### src/rtl/reg_bank_pkg.sv
// reg_bank_pkg: shared definitions for the MIPS register file and the
// destination-register mux that sits upstream of it.
//   - register-file geometry (DATA_W, ADDR_W)
//   - architectural register indices ($zero, $sp, $ra)
//   - reset value of $sp
//   - destination-select encodings and a helper that resolves them
package reg_bank_pkg;

  localparam int DATA_W = 32;
  localparam int ADDR_W = 5;

  localparam int REG_ZERO = 0;
  localparam int REG_SP   = 29;
  localparam int REG_RA   = 31;

  localparam logic [31:0] SP_INIT_DEFAULT = 32'd227;

  // Destination-register mux selects driven by the control FSM.
  typedef enum logic [2:0] {
    DST_RT = 3'b000,
    DST_RD = 3'b001,
    DST_RA = 3'b010,
    DST_RS = 3'b011,
    DST_SP = 3'b100
  } dst_sel_e;

  // Resolves a destination select to a register index the way the
  // upstream mux does.
  function automatic logic [ADDR_W-1:0] dst_idx(input dst_sel_e sel,
                                                input logic [ADDR_W-1:0] rt,
                                                input logic [ADDR_W-1:0] rd,
                                                input logic [ADDR_W-1:0] rs);
    logic [ADDR_W-1:0] idx;
    idx = rt;
    case (sel)
      DST_RT: idx = rt;
      DST_RD: idx = rd;
      DST_RA: idx = ADDR_W'(REG_RA);
      DST_RS: idx = rs;
      DST_SP: idx = ADDR_W'(REG_SP);
      default: idx = rt;
    endcase
    return idx;
  endfunction

endpackage

### src/rtl/reg_bank_if.sv
// reg_bank_if: register-file access bundle between the datapath and reg_bank.
//   flagRegWrite  write enable from the control FSM
//   w_readReg1/2  rs/rt read indices
//   w_writeReg    write index (destination-mux output)
//   w_writeData   write data (memtoReg mux output)
//   w_readData1/2 rs/rt contents
//   w_spOut       current $sp
// master: datapath side; slave: register file side.
interface reg_bank_if #(
  parameter int DATA_W = reg_bank_pkg::DATA_W,
  parameter int ADDR_W = reg_bank_pkg::ADDR_W
);

  logic              flagRegWrite;
  logic [ADDR_W-1:0] w_readReg1;
  logic [ADDR_W-1:0] w_readReg2;
  logic [ADDR_W-1:0] w_writeReg;
  logic [DATA_W-1:0] w_writeData;
  logic [DATA_W-1:0] w_readData1;
  logic [DATA_W-1:0] w_readData2;
  logic [DATA_W-1:0] w_spOut;

  modport master (
    output flagRegWrite, w_readReg1, w_readReg2, w_writeReg, w_writeData,
    input  w_readData1, w_readData2, w_spOut
  );

  modport slave (
    input  flagRegWrite, w_readReg1, w_readReg2, w_writeReg, w_writeData,
    output w_readData1, w_readData2, w_spOut
  );

endinterface

### src/rtl/reg_bank_rdport.sv
// reg_bank_rdport: one combinational read port of the register file.
// Index 0 and the reset window read as 0. With REGBANK_BYPASS_EN defined,
// a same-cycle write to the read index is forwarded to the output.
// Ports:
//   active   reset deasserted (reads are forced to 0 otherwise)
//   idx      read index
//   reg_val  stored contents of register idx
//   wr_en, wr_idx, wr_data  write port (REGBANK_BYPASS_EN builds only)
//   data     read result
module reg_bank_rdport #(
  parameter int DATA_W = 32,
  parameter int ADDR_W = 5
) (
  input  logic              active,
  input  logic [ADDR_W-1:0] idx,
  input  logic [DATA_W-1:0] reg_val,
`ifdef REGBANK_BYPASS_EN
  input  logic              wr_en,
  input  logic [ADDR_W-1:0] wr_idx,
  input  logic [DATA_W-1:0] wr_data,
`endif
  output logic [DATA_W-1:0] data
);

  always_comb begin
    data = '0;
    if (active && (idx != '0)) begin
      data = reg_val;
`ifdef REGBANK_BYPASS_EN
      // idx is already known non-zero, so a dropped write to $zero never forwards.
      if (wr_en && (wr_idx == idx)) data = wr_data;
`endif
    end
  end

endmodule

### src/rtl/reg_bank.sv
// reg_bank: 32-entry general-purpose register file of the multicycle MIPS
// datapath. Two combinational read ports (rs, rt), one synchronous write
// port, synchronous active-low reset that clears everything except $sp,
// which loads SP_INIT.
// Optional build macro: REGBANK_BYPASS_EN (write-through forwarding on reads).
// Ports:
//   clk    rising-edge clock
//   reset  synchronous, active-low
//   bus    reg_bank_if.slave (write port, read indices/data, $sp debug output)
module reg_bank #(
  parameter int                 DATA_W  = reg_bank_pkg::DATA_W,
  parameter int                 ADDR_W  = reg_bank_pkg::ADDR_W,
  parameter logic [DATA_W-1:0]  SP_INIT = DATA_W'(reg_bank_pkg::SP_INIT_DEFAULT),
  parameter int                 RA_IDX  = reg_bank_pkg::REG_RA,
  parameter int                 SP_IDX  = reg_bank_pkg::REG_SP
) (
  input logic       clk,
  input logic       reset,
  reg_bank_if.slave bus
);

  import reg_bank_pkg::*;

  localparam int NUM_REGS = 1 << ADDR_W;

  // $ra needs no special handling here (jal reaches it through the mux), but
  // both special indices must exist and $sp must not alias $zero.
  if ((SP_IDX >= NUM_REGS) || (SP_IDX == REG_ZERO) || (RA_IDX >= NUM_REGS)) begin : g_bad_idx
    $error("reg_bank: SP_IDX/RA_IDX out of range for ADDR_W");
  end

  logic [DATA_W-1:0] regs [NUM_REGS];

  // Reset wins over a write on the same edge; writes to $zero are dropped.
  always_ff @(posedge clk) begin
    if (!reset) begin
      for (int i = 0; i < NUM_REGS; i++) begin
        regs[i] <= (i == SP_IDX) ? SP_INIT : '0;
      end
    end else if (bus.flagRegWrite && (bus.w_writeReg != '0)) begin
      regs[bus.w_writeReg] <= bus.w_writeData;
    end
  end

  assign bus.w_spOut = regs[SP_IDX];

  reg_bank_rdport #(.DATA_W(DATA_W), .ADDR_W(ADDR_W)) u_rd_rs (
    .active  (reset),
    .idx     (bus.w_readReg1),
    .reg_val (regs[bus.w_readReg1]),
`ifdef REGBANK_BYPASS_EN
    .wr_en   (bus.flagRegWrite),
    .wr_idx  (bus.w_writeReg),
    .wr_data (bus.w_writeData),
`endif
    .data    (bus.w_readData1)
  );

  reg_bank_rdport #(.DATA_W(DATA_W), .ADDR_W(ADDR_W)) u_rd_rt (
    .active  (reset),
    .idx     (bus.w_readReg2),
    .reg_val (regs[bus.w_readReg2]),
`ifdef REGBANK_BYPASS_EN
    .wr_en   (bus.flagRegWrite),
    .wr_idx  (bus.w_writeReg),
    .wr_data (bus.w_writeData),
`endif
    .data    (bus.w_readData2)
  );

endmodule

### src/flat_wrapper.sv
// flat-port wrapper written by rule: the top's interface ports become plain ports
module reg_bank_flat import reg_bank_pkg::*;
#(
  parameter int                 DATA_W  = reg_bank_pkg::DATA_W,
  parameter int                 ADDR_W  = reg_bank_pkg::ADDR_W,
  parameter logic [DATA_W-1:0]  SP_INIT = DATA_W'(reg_bank_pkg::SP_INIT_DEFAULT),
  parameter int                 RA_IDX  = reg_bank_pkg::REG_RA,
  parameter int                 SP_IDX  = reg_bank_pkg::REG_SP
)
  (clk, reset, bus_flagRegWrite, bus_w_readReg1, bus_w_readReg2, bus_w_writeReg, bus_w_writeData, bus_w_readData1, bus_w_readData2, bus_w_spOut);
  reg_bank_if #(.DATA_W(DATA_W), .ADDR_W(ADDR_W)) bus_i ();
  input logic clk;
  input logic reset;
  input wire logic [$bits(bus_i.flagRegWrite)-1:0] bus_flagRegWrite;
  input wire logic [$bits(bus_i.w_readReg1)-1:0] bus_w_readReg1;
  input wire logic [$bits(bus_i.w_readReg2)-1:0] bus_w_readReg2;
  input wire logic [$bits(bus_i.w_writeReg)-1:0] bus_w_writeReg;
  input wire logic [$bits(bus_i.w_writeData)-1:0] bus_w_writeData;
  output wire logic [$bits(bus_i.w_readData1)-1:0] bus_w_readData1;
  output wire logic [$bits(bus_i.w_readData2)-1:0] bus_w_readData2;
  output wire logic [$bits(bus_i.w_spOut)-1:0] bus_w_spOut;
  assign bus_i.flagRegWrite = bus_flagRegWrite;
  assign bus_i.w_readReg1 = bus_w_readReg1;
  assign bus_i.w_readReg2 = bus_w_readReg2;
  assign bus_i.w_writeReg = bus_w_writeReg;
  assign bus_i.w_writeData = bus_w_writeData;
  assign bus_w_readData1 = bus_i.w_readData1;
  assign bus_w_readData2 = bus_i.w_readData2;
  assign bus_w_spOut = bus_i.w_spOut;
  reg_bank #(.DATA_W(DATA_W), .ADDR_W(ADDR_W), .SP_INIT(SP_INIT), .RA_IDX(RA_IDX), .SP_IDX(SP_IDX)) u_core (.clk(clk), .reset(reset), .bus(bus_i));
endmodule
### config.mk
export PLATFORM = sky130hd
export DESIGN_NAME = reg_bank_flat
export DESIGN_NICKNAME = d
export VERILOG_FILES = /design/src/rtl/reg_bank_pkg.sv /design/src/rtl/reg_bank_if.sv /design/src/rtl/reg_bank_rdport.sv /design/src/rtl/reg_bank.sv /design/src/flat_wrapper.sv
export SDC_FILE = /design/constraint.sdc
export NUM_CORES = 2
export LEC_CHECK = 0
export CAP_MARGIN = 20
export CORE_MARGIN = 3
export CORE_UTILIZATION = 30
export CTS_CLUSTER_DIAMETER = 30
export DETAILED_ROUTE_END_ITERATION = 10
export PLACE_DENSITY = 0.55
export SYNTH_ARGS = -nofsm -noshare
export SYNTH_HDL_FRONTEND = slang
export SYNTH_SLANG_ARGS = --single-unit
export TNS_END_PERCENT = 10
### constraint.sdc
create_clock -name clk -period 15.4 [get_ports clk]
set_clock_uncertainty 0.2 [all_clocks]
set_input_delay 4.62 -clock clk [delete_from_list [all_inputs] [get_ports clk]]
set_output_delay 4.62 -clock clk [all_outputs]
set_load 0.1 [all_outputs]
Yosys cells after proc, flatten, opt, wreduce, memory -nomap -nowiden. Memories as Yosys holds them, arrays and structs flattened. Index checks and enable logic that the tools add are counted.

Muxes and demuxes: 9. Reductions and logical operators: 7.

Operators with widths (count): two-way mux 32 bit (3); OR reduction 32 bit (1); nonzero test 5 bit (3); two-way mux 1 bit (5); two-way mux 5 bit (1); logical AND 1 bit (3).

Flip-flop bits (word level): 0. Memory bits (writable): 1024. Output and inout port bits: 96. Word-level logic and storage cells: 17. Memories: 1.

Memory list: u_core.regs (depth 32, bits a word 32, rd ports 3, clocked after Yosys merged registers in 0, wr ports 32, RTL line reg_bank.sv:32) `logic [DATA_W-1:0] regs [NUM_REGS];`.

Logic depth before layout (Yosys ltp).
Depth after elaboration: 7. Mapped depth: 9. Gate-level depth less buffers: 4.

Cells and area by module. A second synthesis with hierarchy kept.

Cells, all modules: 4760. Area, all modules: 56442.9 um^2.

By module, submodules not included: reg_bank (times used 1, cells each 4610, area an instance 55697.2 um^2, seq. area each 30749.5 um^2); reg_bank_rdport (times used 2, cells each 75, area an instance 372.9 um^2, seq. area each 0.0 um^2).

Worst setup path after synthesis. No wires, ideal clock.

Path type: input -> output. Start point: in reset. End point: out bus_w_readData1[11]. Arrival time: 8.200 ns. Data required time: 10.580 ns. Slack: 2.380 ns. Cell stages on the path: 4. Path buffers: 0. Path through: clkinv_1 a21oi_1 o221ai_1 nor3_1.

Word-level cells in the longest chain between the ends: 2.

RTL lines: start: declaration (RTL line flat_wrapper.sv:13) `input logic reset;`; logical AND 1 bit (RTL line reg_bank_rdport.sv:27) `if (active && (idx != '0)) begin`; two-way mux 32 bit (RTL line reg_bank_rdport.sv:27); end: declaration (RTL line flat_wrapper.sv:19) `output wire logic [$bits(bus_i.w_readData1)-1:0] bus_w_readData1;`.

No other way between the ends.

Final worst setup path.
Start point: in bus_w_readReg2[2]. End point: out bus_w_readData2[24].

Word-level cells in the longest chain between the ends: 3. Elaborated cells on any way between the ends: 4.

RTL lines: start: declaration (RTL line flat_wrapper.sv:16) `input wire logic [$bits(bus_i.w_readReg2)-1:0] bus_w_readReg2;`; branches (longest 2 deep; another with memory read (32 x 32 bit)); two-way mux 32 bit * (RTL line reg_bank_rdport.sv:27); end: declaration (RTL line flat_wrapper.sv:20) `output wire logic [$bits(bus_i.w_readData2)-1:0] bus_w_readData2;`.

Mark *: on every way between the ends.

==> metrics.yaml <==
route:
  vias: 35900
  postRouteAntennaNets: 0
  drt-total-wl_um: 213000
  drt_iter0_drc: 4991
  avgViaCountPerCell: 5.55
  wl_per_cell_um: 32.9
  drc: 0
  first_pass_iters: 5
logic_synthesis:
  yosys.area.top_type: "edfxtp_1"
  synth_edf_count: 1024
  syn_area_mm2: 0.0547
  synth_seq_cells: 1024
  synth_cell_type_count: 42
  synth_area_leaders: "edfxtp_1, mux4_2, and2_1"
  yosysMostFrequentCell: "edfxtp_1"
  async_flop_share_pct: 0
  synth.yosys.seq_area_share_pct: 56.2
  ys.flop_type: "edfxtp_1"
  synthTopCellsByCount: "edfxtp_1, and2_1, mux4_2, mux2i_1, clkbuf_1"
  yosys_warnings: 0
  synthCells: 3654
  syn_area_per_cell_um2: 15.0
  yosys.area.top_type_share_pct: 56.2
cells_and_area:
  final_util_pct: 37.9
  nets: 3935
  top_regs: "u_core.regs: 1024 flops"
  area_growth_pct: 25.3
  drive_gt1_share_pct: 28.4
  largest_reg_flops: 1024
  final_cell_area_mm2: 0.0686
  fin_cells: 6463
  largest-register: "u_core.regs"
floorplan:
  core_mm2: 0.181
  design.portCount: 146
  die-area_mm2: 0.188
  die_w_um: 433
  die_h_um: 433
  initial_utilization_pct: 30.2
  num_rows: 156
timing:
  min_period_ns: 13.38
  fmax_mhz: 74.7
  setup-tns-final_ns: 0
  drv_slew: 0
  worst_slew_pin_slew_ns: 1.22
  slew_headroom_pct: 16.6
  setup_viol: 0
  rsz0062_at_grt: "no"
  fin_crit_sh_pct: 86.9
  final_hold_viol_count: 0
clock_tree:
  cts_tree: "yes"
  ctsHoldBuffers: 0
  postCtsSetupRepairBufs: 0
  cts_buffer_depth: 4
  clk_transition_reported_paths_ns: 0.05
  htreeDepth: 5
  cts_resized: 0
  clkSinkCount: 1024
  cts-root-buf: "clkbuf_16"
  cts_made_buffers: 279
job:
  max_cap_violations: 0
worst_hold_path:
  holdCritPathClass: "in2reg"
placement:
  io_buffer_count: 145
  gp_congestion: 0.877
  dp_hpwl_um: 132000
  placed_area_mm2: 0.0593
  dp.cells: 5969
power:
  power.leakage_nw: 24.4
  powerDensity_mw_per_mm2: 147
  total_power_w: 0.0101
  ir_worst_vdd_v: 0.0000769
grt:
  grt_pass1_vias: 35300
  grt_pass1_wl_um: 291000
  grt_max_degree: 78
  antenna_found_initial: 22
  overflow: 0
  track_usage_pct: 22.4
worst_setup_path:
  setup.worst_path.start_class: "input pin"
  required_ns: 10.58
  crit_fanout: 77
  cp-end-kind: "primary output"
  arrival_ns: 8.56
  path_class: "in2out"
outcome:
  status: "complete, no violations"
[metal layers]
metal  vias to the layer above  part of all wire [%]  wire (um)  track usage (%)
li1                      14500                     -          -                -
met1                     18900                    39      83800             29.3
met2                      1981                    47      98900             34.9
met3                       408                   8.6      18300             4.57
met4                         2                   5.5      11600             12.1
met5                         -                0.0061         13                0
[cell type report]
cell class | count | area (um2)
Timing Repair Buffer | 306 | 2820
Sequential cell | 1024 | 30700
Fill cell | 16600 | 112000
Tap cell | 2370 | 2970
Antenna cell | 10 | 25.0
Clock inverter | 152 | 1840
Clock buffer | 327 | 7290
Inverter | 1 | 3.75
Multi-Input combinational cell | 2273 | 22900
[metrics by stage]
step	setup WS, ns	hold slack [ns]
6_report	2.02	4.31
5_1_grt	1.94	4.30
4_1_cts	1.99	4.26
3_5_place_dp	2.00	5.20
3_3_place_gp	1.98	5.18
2_1_floorplan	2.38	4.60
[critical path, stage by stage]
cell,delay (ns)
buf_8,0.56
buf_4,0.46
mux4_2,0.35
mux2i_1,0.58
o22a_1,0.22
o221ai_1,0.43
clkdlybuf4s50_1,1.14
[where the power goes]
part / total, W / leakage, nW / internal, W / switching (W)
clock network: 0.00569 / 4.42 / 0.00400 / 0.00169
logic: 0.00108 / 10.2 / 0.000359 / 0.000717
registers: 0.00332 / 9.75 / 0.00323 / 0.0000887
total: 0.0101 / 24.4 / 0.00759 / 0.00249
[logic make-up (layout without fill, tap and decap cells)]
group / after synthesis / count (layout) / synth area share (%)
multiplexers: 773 / 773 / 23.9
other: 1 / 42 / 0.00685
flip-flops: 1024 / 1024 / 56.2
buffers and inverters: 388 / 786 / 3.23
AND/OR/NAND/NOR: 1208 / 1208 / 13.3
AO/OA/AOI/OAI: 260 / 260 / 3.35
[path summary, 6_finish.rpt]
path,from,end,depth (start not counted)
min,reset,u_core.regs[6][1]$_SDFFCE_PN0P_,2
max,bus_w_readReg2[2],bus_w_readData2[24],7
[cell usage in the layout, fill, tap and decap left out, types with 7 or more instances in the layout]
cell             netlist  final
a211o_1               24     24
a211oi_1               7      7
a21oi_1               28     28
a22oi_1               62     62
a31oi_1               24     24
and2_1               990    990
buf_12                 0      9
buf_4                 28    174
buf_8                  0      8
bufinv_16              0     40
clkbuf_1             255     42
clkbuf_16              0    285
clkdlybuf4s50_1        0    104
clkinv_1               1     36
clkinv_2               0     40
clkinv_4               0      8
clkinvlp_4             0     20
conb_1                 1     32
diode_2                0     10
edfxtp_1            1024   1024
mux2_2                40     40
mux2i_1              309    309
mux4_2               424    424
nand2_1               57     57
nand3_1               47     46
nand4_1               11     11
nor2_2                 1     16
nor2_4                 0     16
nor2b_1               14     11
nor3_1                 9      7
o21ai_4                0     31
o221ai_1              29     29
o22a_1                22     22
o22ai_1               31     31
or2_2                 18     18
or3_1                  9      8
Power figures use the tool's default switching activity.
